[src/rtl/clk_divider_bank.sv]
// Bank of NCH runtime-programmable clock-enable dividers with shadowed, glitch-free reconfiguration.
// Optional DIVBANK_PHASE_ALIGN_EN adds an align input that restarts every channel in phase.
module clk_divider_bank #(
  parameter int NCH        = 3,
  parameter int CW         = 16,
  parameter int DEF_PERIOD = 10,
  parameter int DEF_HIGH   = 5
) (
  input  logic           clk_input,
  input  logic           rst,
  input  logic [NCH-1:0] en,
  input  logic           load,
  input  logic [2:0]     load_ch,
  input  logic [CW-1:0]  load_period,
  input  logic [CW-1:0]  load_high,
  output logic [NCH-1:0] clk_out,
  output logic [NCH-1:0] tick,
  output logic [NCH-1:0] cfg_pending
`ifdef DIVBANK_PHASE_ALIGN_EN
  ,
  input  logic           align
`endif
);

  localparam logic [CW-1:0] MIN_P = CW'(2);
  localparam logic [CW-1:0] RST_P = (DEF_PERIOD < 2) ? MIN_P : CW'(DEF_PERIOD);
  localparam logic [CW-1:0] RST_H = CW'(DEF_HIGH);

  logic          align_i;
  logic [CW-1:0] ld_p;

`ifdef DIVBANK_PHASE_ALIGN_EN
  assign align_i = align;
`else
  assign align_i = 1'b0;
`endif

  // Periods below 2 cannot produce a wrap distinct from the period start.
  assign ld_p = (load_period < MIN_P) ? MIN_P : load_period;

  for (genvar i = 0; i < NCH; i++) begin : g_ch
    logic [CW-1:0] cnt;
    logic [CW-1:0] act_p;
    logic [CW-1:0] act_h;
    logic [CW-1:0] sh_p;
    logic [CW-1:0] sh_h;
    logic          pend;
    logic          clk_r;
    logic          tick_r;
    logic          hit;
    logic          wrap;
    logic          apply_now;

    always_comb begin
      hit       = load && (load_ch == 3'(i));
      wrap      = en[i] && (cnt == act_p - CW'(1));
      apply_now = wrap || align_i;
    end

    always_ff @(posedge clk_input) begin
      if (rst) begin
        cnt    <= '0;
        act_p  <= RST_P;
        act_h  <= RST_H;
        sh_p   <= RST_P;
        sh_h   <= RST_H;
        pend   <= 1'b0;
        clk_r  <= 1'b0;
        tick_r <= 1'b0;
      end else begin
        clk_r  <= en[i] && (cnt < act_h);
        tick_r <= en[i] && (cnt == '0);

        if (!en[i] || apply_now) cnt <= '0;
        else                     cnt <= cnt + CW'(1);

        if (hit) begin
          sh_p <= ld_p;
          sh_h <= load_high;
        end

        // At a boundary a coincident load bypasses the shadow and never shows as pending.
        if (apply_now) begin
          if (hit) begin
            act_p <= ld_p;
            act_h <= load_high;
          end else if (pend) begin
            act_p <= sh_p;
            act_h <= sh_h;
          end
          pend <= 1'b0;
        end else begin
          if (!en[i] && pend) begin
            act_p <= sh_p;
            act_h <= sh_h;
          end
          if (hit)         pend <= 1'b1;
          else if (!en[i]) pend <= 1'b0;
        end
      end
    end

    assign clk_out[i]     = clk_r;
    assign tick[i]        = tick_r;
    assign cfg_pending[i] = pend;
  end

endmodule

[config.mk]
export PLATFORM = sky130hd
export DESIGN_NAME = clk_divider_bank
export DESIGN_NICKNAME = d
export VERILOG_FILES = /design/src/rtl/clk_divider_bank.sv
export SDC_FILE = /design/constraint.sdc
export NUM_CORES = 1
export LEC_CHECK = 0
export ABC_AREA = 0
export CORE_MARGIN = 2
export CORE_UTILIZATION = 50
export CTS_BUF_LIST = sky130_fd_sc_hd__clkbuf_16
export DETAILED_ROUTE_END_ITERATION = 8
export GPL_ROUTABILITY_DRIVEN = 1
export HOLD_SLACK_MARGIN = 0.05
export PLACE_DENSITY = 0.67
export SLEW_MARGIN = 20
export SYNTH_ARGS = -nofsm -noshare
export SYNTH_HDL_FRONTEND = slang
export SYNTH_SLANG_ARGS = --single-unit
[constraint.sdc]
create_clock -name clk_input -period 9.6 [get_ports clk_input]
set_input_delay 1.92 -clock clk_input [delete_from_list [all_inputs] [get_ports clk_input]]
set_output_delay 1.92 -clock clk_input [all_outputs]
set_load 0.02 [all_outputs]
* Word-level counts from Yosys, hierarchy flattened
Index checks and enable logic that the tools add are counted.
** Word-level totals
- Flip-flop bits (word level) :: 249
- Bits in latches :: 0
- Memory bits (writable) :: 0
- Bits in read-only memories :: 0
- Input bits :: 41
- Output and inout bits :: 9
- Word-level logic and storage cells :: 113
- Memories :: 0
** Cells by class
- $add $sub $neg :: 6
- $mul :: 0
- Divide/modulo/power cells :: 0
- Order comparisons :: 4
- Equal/unequal tests :: 11
- Shifts and indexed selects :: 0
- Mux-type cells :: 31
- Bitwise logic cells :: 0
- Reduce and logical (&&, ||, !) cells :: 37
** Operator list (number)
- 2-to-1 mux 16 bit :: 25
- adder 16 x 1 -> 16 bit, second input constant :: 3
- equality test 16 bit :: 3
- logical NOT 16 bit :: 3
- < comparator 16 bit :: 3
- subtractor 16 x 1 -> 16 bit, second input constant :: 3
- < comparator 16 x 2 -> 1 bit, second input constant :: 1
- logical AND 1 bit :: 15
- OR reduction 2 bit :: 6
- != test 3 bit, second input constant :: 3
- 2-to-1 mux 1 bit :: 6
- != test 2 x 1 -> 1 bit, second input constant :: 3
- AND reduction 2 bit :: 3
- nonzero test 2 bit :: 3
- equality test 3 x 1 -> 1 bit, second input constant :: 1
- equality test 3 x 2 -> 1 bit, second input constant :: 1
- logical NOT 1 bit :: 3
- logical NOT 3 bit :: 1
- logical OR 1 bit :: 3

* Longest topological paths before layout
Gate-level depths: netlist of run 1.
- Depth after elaboration :: 5
- Gate-level depth with buffers :: 12
- Gate-level depth less buffers :: 9

* Worst setup path after synthesis of run 1
No wires, ideal clock.
- Path kind :: input -> register
- Start :: input port load_ch[2]
- End :: register g_ch[2].act_p[3]
- Library setup time :: 0.117 ns
- Arrival time :: 3.580 ns
- Data required time :: 9.483 ns
- Setup slack :: 5.903 ns
- Stages on the path :: 9
- Path buffers :: 2
- Path through :: nand2b_1 -> nor2_1 -> nand2_1 -> a2111oi_0 -> and4_1 -> buf_2 -> buf_6 -> mux2_2 -> o22a_1
** Between the ends
- Cells in the longest elaborated chain, start to end :: 4
- Elaborated cells on any way between the ends :: 6
- Classes of those cells :: eq/ne (2); mux (2); reduce/logical (2)
** Ends and longest elaborated chain
- start, declared :: RTL line 13 : input logic [2:0] load_ch,
- equality test 3 x 2 -> 1 bit (*) :: RTL line 55 : hit = load && (load_ch == 3'(i));
- logical AND 1 bit (*) :: RTL line 55
- != test 3 bit (no source line) or 2-to-1 mux 16 bit (tied branches)
- AND reduction 2 bit (no source line) or 2-to-1 mux 16 bit (tied branches)
- end signal, assigned :: RTL line 85 : act_p <= ld_p;
- end signal, assigned :: RTL line 88 : act_p <= sh_p;
- end signal, assigned :: RTL line 94 : act_p <= sh_p;
- end, declared :: RTL line 43 : logic [CW-1:0] act_p;
Every way passes the cells marked *; elsewhere a longest branch is shown, timed or not.
A chain may end at the register's enable or synchronous reset.

* Worst setup path in the final report of run 1
- Start :: input port load_ch[2]
- End :: register g_ch[1].act_h[0]
** Between the ends
- Cells in the longest elaborated chain, start to end :: 4
- Elaborated cells on any way between the ends :: 6
- Classes of those cells :: eq/ne (2); mux (2); reduce/logical (2)
** Ends and longest elaborated chain
- equality test 3 x 1 -> 1 bit (*) :: RTL line 55
- logical AND 1 bit (*) :: RTL line 55
- != test 3 bit (no source line) or 2-to-1 mux 16 bit (tied branches)
- AND reduction 2 bit (no source line) or 2-to-1 mux 16 bit (tied branches)
- end signal, assigned :: RTL line 86 : act_h <= load_high;
- end signal, assigned :: RTL line 89 : act_h <= sh_h;
- end signal, assigned :: RTL line 95 : act_h <= sh_h;
- end, declared :: RTL line 44 : logic [CW-1:0] act_h;
Marks and branches as above.

==> impl_metrics.py, run 1 <==
metrics = {
    "worst_setup_path": {
        "rr_worst_depth": 9,
        "crit_slowest_cell": "a21o_2",
        "worst_setup_path_end_kind": "flip-flop",
        "criticalPathCategory": "input pin to flip-flop",
        "crit_chain": "clkdlybuf4s50_1 > nand2b_1 > nor2_1 > nand2_1 > buf_4 > nor2_2 > o221a_2 > a21o_2 > a41oi_1",
        "worst_ep_required_time_ps": 9970,
        "crit_end": "g_ch[1].act_h[0]",
        "r2r-start": "g_ch[1].act_p[0]",
        "crit_start": "load_ch[2]",
        "r2r-end": "g_ch[1].act_h[0]",
        "rrSetupSlack_ps": 5720,
        "start_kind": "input pin",
        "worstPathArrival_ps": 4690,
        "cpPeakStageDelay_ps": 660,
        "path_max_fanout": 33,
    },
    "synth": {
        "syn_inst": 1622,
        "ys_seq_area_share_pct": 37.7,
        "synth_area_per_cell_um2": 8.15,
        "async_flop_share_pct": 0,
        "synth-seq-cells": 249,
        "synth_nets": 1717,
        "synth-main-ff-cell": "dfxtp_1",
        "yosysMostFrequentCell": "dfxtp_1",
        "synth_top_area_share_pct": 37.7,
        "ys_top_cells_by_area": "dfxtp_1 38%, nand2_1 6.4%, ha_1 5.1%",
        "ys_warn_count": 0,
        "synth_top_cell_by_area": "dfxtp_1",
        "syn_area_um2": 13200,
        "yosys-top-cells-count": "249 x dfxtp_1, 225 x nand2_1, 108 x a21oi_1",
        "yosys.cell_types.count": 78,
        "synth-edff-count": 0,
    },
    "route": {
        "via_per_inst": 6.10,
        "vias": 11900,
        "dr.pass1.iters": 5,
        "drtAntennaViolNets": 0,
        "wl_per_cell_um": 19.3,
        "drt-initial-drc-count": 1067,
        "drc": 0,
        "routed_wl_um": 37600,
    },
    "floorplanning": {
        "start_util_pct": 50.8,
        "row_count": 59,
        "core_area_um2": 26000,
        "die_w_um": 167,
        "die_h_um": 167,
        "boundaryPins": 50,
        "dieArea_um2": 27700,
    },
    "layout": {
        "multi_input_area_um2": 7330,
        "register_area_um2": 4980,
        "fin_nets": 1685,
        "design_area_um2": 14500,
        "fill_cells": 2431,
        "layoutNonFillerInstCount": 1943,
        "area_growth_pct": 9.74,
        "layout-drive-gt1-share_pct": 5.48,
    },
    "sta": {
        "slew_headroom_pct": 26.3,
        "hold_viol": 0,
        "slew_viol_final": 0,
        "finalSetupViolations": 0,
        "worstMarginPinSlew_ps": 1100,
        "tns_ps": 0,
        "min_period_ps": 4320,
        "fmax_mhz": 232,
        "final.period_utilization_pct": 45.0,
        "rsz0062_at_grt": "false",
        "skew_ps": 8.63,
    },
    "placed_design": {
        "dpl_cell_area_um2": 13700,
        "dpl.cell_count": 1896,
        "routabilityCongestion": 0.896,
        "dp_hpwl_um": 25400,
        "io_buffers": 49,
    },
    "hold_path": {
        "min_delay_path_depth": 2,
        "hold_class": "flip-flop to flip-flop",
    },
    "status": {
        "status": "completed",
    },
    "clock_tree": {
        "cts_setup_buffers": 0,
        "root_buffer": "clkbuf_16",
        "cts.sinks": 249,
        "cts_tree": "built",
        "insertion_delay_ps": 540,
        "clockBufferDepth": 3,
        "htree_levels": 1,
        "ctsResizeCount": 0,
        "cts.clk_slew.worst_paths_ps": 60,
        "cts_hold_buffers": 0,
        "numCtsBuffers": 27,
    },
    "global_route": {
        "grt_start_max_net_pins": 76,
        "gr-total-overflow": 0,
        "track_usage_pct": 26.4,
        "antenna_found_initial": 1,
        "grt_pass1_vias": 10900,
        "grt_pass1_wl_um": 60200,
    },
    "flow_run": {
        "cap_violations": 0,
    },
    "power_and_ir_drop": {
        "peakVddDrop_mv": 0.173,
        "p_leak_nw": 5.18,
        "pwr_density_cell_nw_per_um2": 148,
    },
}
## registers in the layout, indices dropped and copies added, names as in the netlist
signal       flops
g_ch.clk_r       3
g_ch.tick_r      3
g_ch.cnt        48
g_ch.sh_h       48
g_ch.pend        3
g_ch.act_p      48
g_ch.sh_p       48
g_ch.act_h      48
## per-layer routing
layer / vias to the layer above / wire length (µm) / global-route usage [%]
met5: - / 0 / 0
met4: 0 / 1440 / 9.75
met3: 93 / 2360 / 3.18
met2: 416 / 17200 / 42.7
met1: 5600 / 16600 / 36.4
li1: 5744 / - / -
## cells by family (layout without fill, tap and decap cells)
family	Yosys count	after routing	share of synthesized area [%]
other	0	1	0
xor gates and xnor gates	100	100	6.63
DFF	249	249	37.7
buffers and inverters	220	205	7.16
and+or+nand+nor	576	576	21.5
adders and majority gates	54	54	5.11
AOI/OAI and AO/OA	390	390	19.3
muxes	33	33	2.53
## power breakdown
part / switching, mW / internal [mW]
logic: 0.0901 / 0.0452
clock network: 0.416 / 0.533
registers: 0.0123 / 1.05
## per-stage QoR
| step | worst slack, ps | utilization (%) | hold WS (ps) | power (mW) |
|---|---|---|---|---|
| finish | 5280 | 55.8 | 452 | 2.15 |
| global route | 5070 | 55.8 | 468 | 2.21 |
| CTS | 5330 | 55.8 | 454 | 2.16 |
| detailed placement | 4750 | 52.7 | 445 | 1.22 |
| global placement | 4840 | 52.7 | 441 | 1.21 |
| floorplan | 5900 | - | 433 | 1.16 |
## how the worst min path moves through the flow
stage                           from               end  slack [ps]
floorplan           g_ch[1].sh_h[10]  g_ch[1].sh_h[10]         430
global placement     g_ch[1].sh_h[9]   g_ch[1].sh_h[9]         440
detailed placement   g_ch[1].sh_h[5]   g_ch[1].sh_h[5]         440
CTS                  g_ch[2].sh_h[8]   g_ch[2].sh_h[8]         450
global route        g_ch[2].sh_h[14]  g_ch[2].sh_h[14]         470
finish              g_ch[2].sh_h[15]  g_ch[2].sh_h[15]         450
## worst max-delay path, delay by kind of cell
family	cells	cell delay, ps
AO/OA/AOI/OAI	3	1520
buffers and inverters	2	640
AND/OR/NAND/NOR	4	570
## layout by cell type, fill, tap and decap left out, types with 8 or more instances in the layout
| master | count |
|---|---|
| dfxtp_1 | 249 |
| nand2_1 | 225 |
| a21oi_1 | 108 |
| inv_1 | 95 |
| nor2_1 | 83 |
| nand4_1 | 57 |
| o21ai_0 | 57 |
| ha_1 | 54 |
| xnor2_1 | 53 |
| clkdlybuf4s50_1 | 48 |
| xor2_1 | 47 |
| nand3_1 | 41 |
| and3_1 | 36 |
| a31oi_1 | 34 |
| mux2i_1 | 30 |
| nor4_1 | 29 |
| a211oi_1 | 29 |
| a311oi_1 | 28 |
| o22ai_1 | 27 |
| clkbuf_16 | 27 |
| nor3_1 | 24 |
| a21o_1 | 21 |
| or3_1 | 19 |
| o31ai_1 | 19 |
| buf_4 | 19 |
| a2111oi_0 | 10 |
| or4_1 | 8 |
| o211ai_1 | 8 |
## layout make-up
class                   count  area share, %
multi-input cells        1153           50.6
well taps                 335           2.89
clock inverters            19          0.802
inverters                  92           2.38
repair buffers             67           4.30
clock buffers              27           4.66
flip-flops and latches    249           34.4
diodes                      1         0.0173
No activity file was read; power rests on OpenSTA's default activity.
==> run 2: changes to the inputs <==
--- a/config.mk
+++ b/config.mk
@@ -12,7 +12,7 @@
 export DETAILED_ROUTE_END_ITERATION = 8
 export GPL_ROUTABILITY_DRIVEN = 1
 export HOLD_SLACK_MARGIN = 0.05
-export PLACE_DENSITY = 0.67
+export PLACE_DENSITY = 0.7
 export SLEW_MARGIN = 20
 export SYNTH_ARGS = -nofsm -noshare
 export SYNTH_HDL_FRONTEND = slang
==> constraint.sdc (replaced) <==
create_clock -name clk_input -period 3.5 [get_ports clk_input]
set_input_delay 0.7 -clock clk_input [delete_from_list [all_inputs] [get_ports clk_input]]
set_output_delay 0.7 -clock clk_input [all_outputs]
set_load 0.02 [all_outputs]
==> run 2 against run 1 <==
  * Final cell count rose by 2.0%
  * Critical path depth up 1
  * Cell area grew 2.6%
  * Register-to-register slack got worse by 5500 ps
  * Power rose to 2.8 times the previous value
  * Critical path type is now flip-flop to flip-flop
==> impl_metrics.py, run 2 (synthesis gave the netlist of run 1 again) <==
metrics = {
    "status": {
        "status": "completed",
    },
    "clock_tree": {
        "cts_tree": "built",
        "root_buffer": "clkbuf_16",
        "cts.clk_slew.worst_paths_ps": 60,
        "numCtsBuffers": 27,
        "clockBufferDepth": 3,
        "htree_levels": 1,
        "cts_hold_buffers": 0,
        "cts_setup_buffers": 0,
        "cts.sinks": 249,
        "ctsResizeCount": 0,
        "insertion_delay_ps": 530,
    },
    "global_route": {
        "antenna_found_initial": 0,
        "gr-total-overflow": 0,
        "grt_pass1_wl_um": 61000,
        "track_usage_pct": 26.5,
        "grt_start_max_net_pins": 98,
        "grt_pass1_vias": 11400,
    },
    "sta": {
        "worstMarginPinSlew_ps": 900,
        "slew_headroom_pct": 39.2,
        "fmax_mhz": 301,
        "hold_viol": 0,
        "final.period_utilization_pct": 94.9,
        "skew_ps": 14.2,
        "slew_viol_final": 0,
        "min_period_ps": 3320,
        "tns_ps": 0,
        "rsz0062_at_grt": "false",
        "finalSetupViolations": 0,
    },
    "floorplanning": {
        "start_util_pct": 50.8,
        "boundaryPins": 50,
        "row_count": 59,
        "die_h_um": 167,
        "core_area_um2": 26000,
        "die_w_um": 167,
        "dieArea_um2": 27700,
    },
    "worst_setup_path": {
        "rrSetupSlack_ps": 180,
        "criticalPathCategory": "flip-flop to flip-flop",
        "start_kind": "flip-flop",
        "worstPathArrival_ps": 3700,
        "worst_ep_required_time_ps": 3880,
        "r2r-start": "g_ch[1].act_p[0]",
        "path_max_fanout": 31,
        "r2r-end": "g_ch[1].act_p[7]",
        "worst_setup_path_end_kind": "flip-flop",
        "rr_worst_depth": 10,
    },
    "flow_run": {
        "cap_violations": 0,
    },
    "placed_design": {
        "io_buffers": 49,
        "dpl.cell_count": 1932,
        "dp_hpwl_um": 26700,
        "routabilityCongestion": 0.902,
    },
    "power_and_ir_drop": {
        "p_leak_nw": 5.41,
        "peakVddDrop_mv": 0.393,
        "pwr_density_cell_nw_per_um2": 401,
    },
    "layout": {
        "mostFrequentLayoutCells": "249 x dfxtp_1, 225 x nand2_1, 108 x a21oi_1",
        "final_common_cell": "dfxtp_1",
        "area_growth_pct": 12.6,
        "layoutNonFillerInstCount": 1981,
        "fin_nets": 1721,
        "layout-drive-gt1-share_pct": 7.23,
        "antenna_cells": 0,
    },
    "route": {
        "drc": 0,
        "routed_wl_um": 37900,
        "vias": 12000,
        "drt-initial-drc-count": 1240,
        "wl_per_cell_um": 19.1,
        "via_per_inst": 6.08,
        "drtAntennaViolNets": 0,
        "dr.pass1.iters": 5,
    },
    "hold_path": {
        "holdPathEnd": "g_ch[1].sh_p[6]",
        "hold_class": "flip-flop to flip-flop",
        "min_delay_path_depth": 2,
        "min_from": "g_ch[1].sh_p[6]",
    },
}
==> run 2: cell count changes in the layout (fill, tap and decap cells not counted), moves of 2 or more <==
cell,delta
buf_4,+30
buf_12,+6
inv_1,+5
clkinv_2,-3
clkinv_1,+2
clkinvlp_4,-2
==> run 2: worst max-delay path by stage <==
stage	startpoint	to	slack, ps	depth (start not counted)
after CTS	g_ch[1].act_p[0]	g_ch[1].act_p[7]	140	9
after global placement	g_ch[1].act_p[0]	g_ch[1].act_p[7]	170	9
final	g_ch[1].act_p[0]	g_ch[1].act_p[7]	180	10
after floorplan	g_ch[1].act_p[0]	g_ch[1].act_p[0]	460	9
after global routing	g_ch[1].act_p[0]	g_ch[1].act_p[0]	40	9
after detailed placement	g_ch[1].act_p[0]	g_ch[1].act_p[7]	180	9
==> run 2: critical path: stages (launching register included) <==
cell	delay (ps)
dfxtp_1	350
inv_1	90
ha_1	200
or4b_4	520
or3_1	380
a22oi_2	210
nand2_1	130
or4_1	550
buf_4	270
o21ai_0	300
a311oi_1	170
==> run 2: power breakdown <==
group          leakage, nW  internal [mW]  switching, mW
Clock                0.434           1.53           1.13
Sequential            2.01           2.88         0.0328
Combinational         2.97          0.145          0.252
Total                 5.41           4.56           1.41
==> run 2: per-stage QoR <==
| step | area [µm²] | hold WS (ps) | util, % | power, mW | worst slack (ps) |
|---|---|---|---|---|---|
| after floorplan | 13200 | 433 | - | 3.17 | 461 |
| after global placement | 14000 | 439 | 54.0 | 3.35 | 169 |
| after detailed placement | 14000 | 444 | 54.0 | 3.36 | 178 |
| after CTS | 14900 | 454 | 57.2 | 6.00 | 143 |
| after global routing | 14900 | 471 | 57.2 | 6.16 | 35.6 |
| final | 14900 | 452 | 57.2 | 5.97 | 179 |
==> run 2: routing by layer <==
metal  vias to the layer above  GRT usage, %  wire length [µm]
met3                        77          3.85              2610
met2                       433          42.9             17300
li1                       5808             -                 -
met1                      5727          36.3             16700
met4                         0          8.92              1270
met5                         -             0                 0
==> run 2: area by class of cell <==
class                   count  area, µm²
fillers                  2402      11100
multi-input cells        1153       7340
flip-flops and latches    249       4980
repair buffers            103        968
clock buffers              27        676
well taps                 335        419
inverters                  92        345
clock inverters            22        143
